==> src/rtl/cpu_uart_sched.sv <==
// rtl/cpu_uart_sched.sv - UART command scheduler for the 8-bit core (optional arg timeout: CMD_TIMEOUT_EN)
module cpu_uart_sched #(
    parameter int TIMEOUT_CYCLES = 1_000_000
) (
    input  logic       clk,
    input  logic       rst,
    input  logic [7:0] rx_data,
    input  logic       rx_ready,
    input  logic       tx_busy,
    output logic       tx_start,
    output logic [7:0] tx_data,
    output logic       cpu_en,
    input  logic [7:0] pc,
    input  logic [7:0] alu_res,
    output logic       dbg_we,
    output logic [1:0] dbg_addr,
    output logic [7:0] dbg_wdata,
    input  logic [7:0] dbg_rdata,
    output logic       running,
    output logic       rx_overrun
);

    typedef enum logic [2:0] {IDLE, ARG1, ARG2, EXEC_WR, STEP, SEND, TXWAIT} state_t;

    // Where the response byte comes from when it is loaded in SEND.
    localparam logic [1:0] SRC_HELD  = 2'd0;
    localparam logic [1:0] SRC_RDATA = 2'd1;
    localparam logic [1:0] SRC_ALU   = 2'd2;

    state_t     state, state_d;
    logic [7:0] cmd, cmd_d;
    logic [8:0] step_cnt, step_cnt_d;
    logic [1:0] resp_src, resp_src_d;
    logic       tx_start_d, dbg_we_d, running_d, rx_overrun_d;
    logic [7:0] tx_data_d, dbg_wdata_d;
    logic [1:0] dbg_addr_d;

`ifdef CMD_TIMEOUT_EN
    localparam int TW = $clog2(TIMEOUT_CYCLES + 1);
    logic [TW-1:0] tmo_cnt, tmo_cnt_d;
`endif

    assign cpu_en = (running || (state == STEP)) && !dbg_we;

    always_comb begin
        state_d      = state;
        cmd_d        = cmd;
        step_cnt_d   = step_cnt;
        resp_src_d   = resp_src;
        tx_start_d   = 1'b0;
        tx_data_d    = tx_data;
        dbg_we_d     = 1'b0;
        dbg_addr_d   = dbg_addr;
        dbg_wdata_d  = dbg_wdata;
        running_d    = running;
        rx_overrun_d = rx_overrun;

        case (state)
            IDLE: begin
                if (rx_ready) begin
                    cmd_d      = rx_data;
                    resp_src_d = SRC_HELD;
                    state_d    = SEND;
                    case (rx_data)
                        8'h01, 8'h02, 8'h03: state_d = ARG1;
                        8'h04: begin running_d = 1'b1; tx_data_d = 8'hAA; end
                        8'h05: begin running_d = 1'b0; tx_data_d = 8'hAA; end
                        8'h06: tx_data_d = pc;
                        8'h07: begin rx_overrun_d = 1'b0; tx_data_d = 8'hAA; end
                        default: tx_data_d = 8'hEE;
                    endcase
                end
            end
            ARG1: begin
                if (rx_ready) begin
                    case (cmd)
                        8'h01: begin
                            dbg_addr_d = rx_data[1:0];
                            state_d    = ARG2;
                        end
                        8'h02: begin
                            dbg_addr_d = rx_data[1:0];
                            resp_src_d = SRC_RDATA;
                            state_d    = SEND;
                        end
                        default: begin
                            step_cnt_d = (rx_data == 8'h00) ? 9'd256 : {1'b0, rx_data};
                            running_d  = 1'b0;
                            state_d    = STEP;
                        end
                    endcase
                end
            end
            ARG2: begin
                if (rx_ready) begin
                    dbg_wdata_d = rx_data;
                    dbg_we_d    = 1'b1;
                    tx_data_d   = 8'hAA;
                    state_d     = EXEC_WR;
                end
            end
            STEP: begin
                if (cpu_en) begin
                    step_cnt_d = step_cnt - 9'd1;
                    if (step_cnt == 9'd1) begin
                        resp_src_d = SRC_ALU;
                        state_d    = SEND;
                    end
                end
            end
            // EXEC_WR doubles as the first SEND cycle so the ack follows the write strobe directly.
            EXEC_WR, SEND: begin
                if (resp_src == SRC_RDATA) tx_data_d = dbg_rdata;
                else if (resp_src == SRC_ALU) tx_data_d = alu_res;
                resp_src_d = SRC_HELD;
                if (!tx_busy) begin
                    tx_start_d = 1'b1;
                    state_d    = TXWAIT;
                end else begin
                    state_d = SEND;
                end
            end
            TXWAIT: begin
                if (tx_busy) state_d = IDLE;
            end
            default: state_d = IDLE;
        endcase

        if (rx_ready && !(state inside {IDLE, ARG1, ARG2})) rx_overrun_d = 1'b1;

`ifdef CMD_TIMEOUT_EN
        tmo_cnt_d = '0;
        if ((state == ARG1 || state == ARG2) && !rx_ready) begin
            if (tmo_cnt == TW'(TIMEOUT_CYCLES - 1)) begin
                state_d    = SEND;
                tx_data_d  = 8'hEE;
                resp_src_d = SRC_HELD;
            end else begin
                tmo_cnt_d = tmo_cnt + 1'b1;
            end
        end
`endif
    end

    always_ff @(posedge clk) begin
        if (!rst) begin
            state      <= IDLE;
            cmd        <= 8'h00;
            step_cnt   <= 9'd0;
            resp_src   <= SRC_HELD;
            tx_start   <= 1'b0;
            tx_data    <= 8'h00;
            dbg_we     <= 1'b0;
            dbg_addr   <= 2'd0;
            dbg_wdata  <= 8'h00;
            running    <= 1'b0;
            rx_overrun <= 1'b0;
`ifdef CMD_TIMEOUT_EN
            tmo_cnt    <= '0;
`endif
        end else begin
            state      <= state_d;
            cmd        <= cmd_d;
            step_cnt   <= step_cnt_d;
            resp_src   <= resp_src_d;
            tx_start   <= tx_start_d;
            tx_data    <= tx_data_d;
            dbg_we     <= dbg_we_d;
            dbg_addr   <= dbg_addr_d;
            dbg_wdata  <= dbg_wdata_d;
            running    <= running_d;
            rx_overrun <= rx_overrun_d;
`ifdef CMD_TIMEOUT_EN
            tmo_cnt    <= tmo_cnt_d;
`endif
        end
    end

endmodule

==> config.mk <==
export PLATFORM = sky130hd
export DESIGN_NAME = cpu_uart_sched
export DESIGN_NICKNAME = d
export VERILOG_FILES = /design/src/rtl/cpu_uart_sched.sv
export SDC_FILE = /design/constraint.sdc
export NUM_CORES = 1
export LEC_CHECK = 0
export ABC_AREA = 0
export CAP_MARGIN = 20
export CORE_MARGIN = 5
export CORE_UTILIZATION = 50
export DETAILED_ROUTE_END_ITERATION = 7
export PLACE_DENSITY = 0.77
export SYNTH_ARGS = -nofsm -noshare
export SYNTH_HDL_FRONTEND = slang
export SYNTH_SLANG_ARGS = --single-unit
==> constraint.sdc <==
create_clock -name clk -period 2.46 [get_ports clk]
set_clock_uncertainty 0.15 [all_clocks]
set_input_delay 0.369 -clock clk [delete_from_list [all_inputs] [get_ports clk]]
set_output_delay 0.369 -clock clk [all_outputs]
set_load 0.1 [all_outputs]
==> reports/metrics.cfg, run 1 <==
[worst_setup_path]
critPathLaunchType=register
critPathArrivalTime_ns=1.79
critical-path-top-delay-family=flip-flops
crit_required_ns=1.94
worstPathBufferInverterCount=2
slowest_delay_ns=0.55
timing_worst_setup_path_type=reg -> out
timing.critical_path.fanout_max=15
critical-path-slowest-cell=sky130_fd_sc_hd__dfxtp_1
endpoint_kind_of_the_worst_setup_timing_path=output port
cp_cell_sequence=buf_4, nor3b_2, nor2_1, nor2_2, buf_12

[synthesis]
netlist_top_cells_area=sky130_fd_sc_hd__dfxtp_1 36%, sky130_fd_sc_hd__mux2i_1 7.3%, sky130_fd_sc_hd__a21oi_1 5.5%
synth-edff-count=0
yosysWarnings=0
dominantRegCellSynth=sky130_fd_sc_hd__dfxtp_1
synthesis.instances=298
avgSynthCellArea_um2=8.28
seq_cells_post_synth=44
syn_area_um2=2470
synth_top_cell_by_area=sky130_fd_sc_hd__dfxtp_1
share_of_yosys_cell_area_claimed_by_the_top_area_cell_type=0.357
yosys-top-cells-count=44 x sky130_fd_sc_hd__dfxtp_1, 35 x sky130_fd_sc_hd__nor2_1, 27 x sky130_fd_sc_hd__a21oi_1, 27 x sky130_fd_sc_hd__nand2_1, 18 x sky130_fd_sc_hd__mux2i_1
yosysMostFrequentCell=sky130_fd_sc_hd__dfxtp_1
syn-num-nets=337
synth_cell_types=54
seq_area_frac_synth=0.357
synth_async_sr_flop_share=0

[die]
die_width_um=80.2
number_of_core_rows=25
die-area_um2=6440
die-height_um=80.2
pin_count=59
initial_core_util=0.519
design.core.area_um2=4750

[cells_and_area]
area.sequential_um2=881
drive_gt1_frac=0.195
num-fill-cells=411
synthToLayoutAreaGrowth_pct=33.1
multi_input_area_um2=1480
antenna_cells_inserted=0
layout.core_utilization=0.691
finalNetCount=403

[status]
result_of_the_run=completed

[clock_tree]
clk_sinks=44
htreeDepth=2
clkSlewWorstSetupHoldPaths_ns=0.09
cts_tree=yes
cts_made_buffers=5
clk_path_buf_depth=2
cts_root_buf=sky130_fd_sc_hd__clkbuf_8
source_to_sink_clock_delay_at_the_later_pin_of_the_worst_skew_pair_ns=0.30

[drt]
wl_mm=6.76
detailedRoute.firstIterationViolations=137
postRouteAntennaNets=0
avgViaCountPerCell=5.59
drtPass1Iterations=4
drc_errors=0
wl_per_cell_um=15.6
route.vias.total=2417

[global_route]
gr-usage-met3=0.0448
grt_start_max_net_pins=21
grt_pass1_wl_mm=10.8
gr-usage-all-layers=0.213
antenna_found_initial=0
grt-busiest-layer=met2
globalRoute.totalOverflow=0
vias_in_the_first_global_route=2173
grt_use_met1=0.275
grtUsageMet2=0.357

[power]
power_per_cell_area_nw_per_um2=1080
pwr-share-seq=0.290
power.combinational.fraction=0.550
clockPowerShare=0.160
power.static_leakage_nw=1.24
vdd.ir_drop.worst_v=0.000646
p_switching_mw=1.69
finalPower_mw=3.53
sw_frac_of_total=0.479
internal_power_mw=1.84

[timing]
worstMarginPinSlew_ns=0.839
timing.final.max_slew_violations=0
finalHoldViolations=0
setup_viol=0
finalSetupTns_ns=0
rsz0062_at_grt=false
period_share=0.940
slew_headroom=0.441
fin_crit_ns=2.31
clock.fmax_mhz=432

[worst_hold_path]
worst_hold_path_type=reg -> reg

[placement]
hpwl_mm=5.24
gp_congestion=0.888
port_buffers=58

[flow_run]
drv_cap=0

stage by stage:
step	area, µm²	std cells	setup slack, ns	hold slack (ns)
2_1_floorplan	2470	298	0.00975	0.286
3_3_place_gp	3160	424	-0.0214	0.295
3_5_place_dp	3160	424	-0.0555	0.307
4_1_cts	3280	432	0.0342	0.320
5_1_grt	3280	432	0.0566	0.341
6_report	3280	432	0.147	0.319
routing by layer:
metal	wire length (µm)	part of all wire	up-vias
met1	3000	0.44	1132
met5	0	0	-
met4	100	0.015	0
li1	-	-	1221
met3	336	0.050	9
met2	3330	0.49	55
power by group through the flow:
stage / sequential [mW] / clock [mW] / combinational, mW
after CTS: 1.02 / 0.578 / 1.93
after floorplan: 1.50 / 0 / 0.999
final: 1.02 / 0.565 / 1.94
after global routing: 1.04 / 0.616 / 2.07
after global placement: 1.03 / 0 / 1.90
after detailed placement: 1.03 / 0 / 1.93
cells in the final DEF, fill, tap and decap left out, drive strengths merged, types with 3 or more instances in the layout:
cell and count:
buf 45, dfxtp 44, nor2 36, clkdlybuf4s50 35
nand2 27, a21oi 27, mux2i 18, o21ai 15
nor3 9, nand3 7, inv 7, or4 7
o211ai 6, nor3b 6, nand3b 5, o31ai 5
clkbuf 5, a211oi 5, nand2b 4, o211a 4
a31oi 4, nor4 4, nor2b 3, ha 3
o41ai 3
repair_timing:
| action | in CTS | in global routing |
|---|---|---|
| setup endpoints to repair | 0 | 1 |
| buffers inserted | 0 | 0 |
| gates resized for setup | 0 | 1 |
| hold buffers | 0 | 0 |
worst register-to-register path: cells and delay by family, from the launching register on:
family          cells  cell delay (ns)
compound gates      3             1.04
flops               1             0.55
buf+inv             1             0.27
simple gates        1             0.09
kinds of logic after synthesis:
| family | Yosys count | synth area share |
|---|---|---|
| muxes | 18 | 0.0731 |
| and+or+nand+nor | 122 | 0.265 |
| buffers and inverters | 27 | 0.0482 |
| AOI/OAI and AO/OA | 82 | 0.234 |
| xor gates and xnor gates | 2 | 0.00710 |
| adders and majority gates | 3 | 0.0152 |
| DFF | 44 | 0.357 |
path summary, 6_finish.rpt:
path              startpoint          to  slack [ns]  depth (start not counted)
setup / recovery    state[2]      cpu_en        0.15                          5
hold / removal        cmd[5]      cmd[5]        0.32                          2
setup reg to reg    state[2]  tx_data[4]        0.28                          5
hold reg to reg       cmd[5]      cmd[5]        0.32                          2
flip-flops by register name (all words and copies together), names as in the netlist:
name        flops
tx_data         8
cmd             8
dbg_we          1
dbg_wdata       8
resp_src        2
state           3
tx_start        1
dbg_addr        2
step_cnt        9
rx_overrun      1
running         1
final cells by class:
class	instances	share of cell area
Clock buffer	5	0.0210
Tap cell	67	0.0255
Timing Repair Buffer	80	0.213
Clock inverter	3	0.0141
Sequential cell	44	0.268
Multi-Input combinational cell	227	0.451
Inverter	6	0.00686
Power figures use the tool's default switching activity.
==> inputs of run 2 (changes only) <==
--- a/config.mk
+++ b/config.mk
@@ -6,6 +6,7 @@
 export NUM_CORES = 1
 export LEC_CHECK = 0
 export ABC_AREA = 0
+export ABC_CLOCK_PERIOD_IN_PS = 2460
 export CAP_MARGIN = 20
 export CORE_MARGIN = 5
 export CORE_UTILIZATION = 50
==> results of run 2 <==
The final DEF is identical to that of run 1; final timing and power are the same.
==> inputs of run 3 (changes only) <==
--- a/config.mk
+++ b/config.mk
@@ -12,6 +12,7 @@
 export CORE_UTILIZATION = 50
 export DETAILED_ROUTE_END_ITERATION = 7
 export PLACE_DENSITY = 0.77
+export SKIP_LAST_GASP = 1
 export SYNTH_ARGS = -nofsm -noshare
 export SYNTH_HDL_FRONTEND = slang
 export SYNTH_SLANG_ARGS = --single-unit
==> results of run 3 <==
The final DEF is identical to that of run 1; final timing and power are the same.
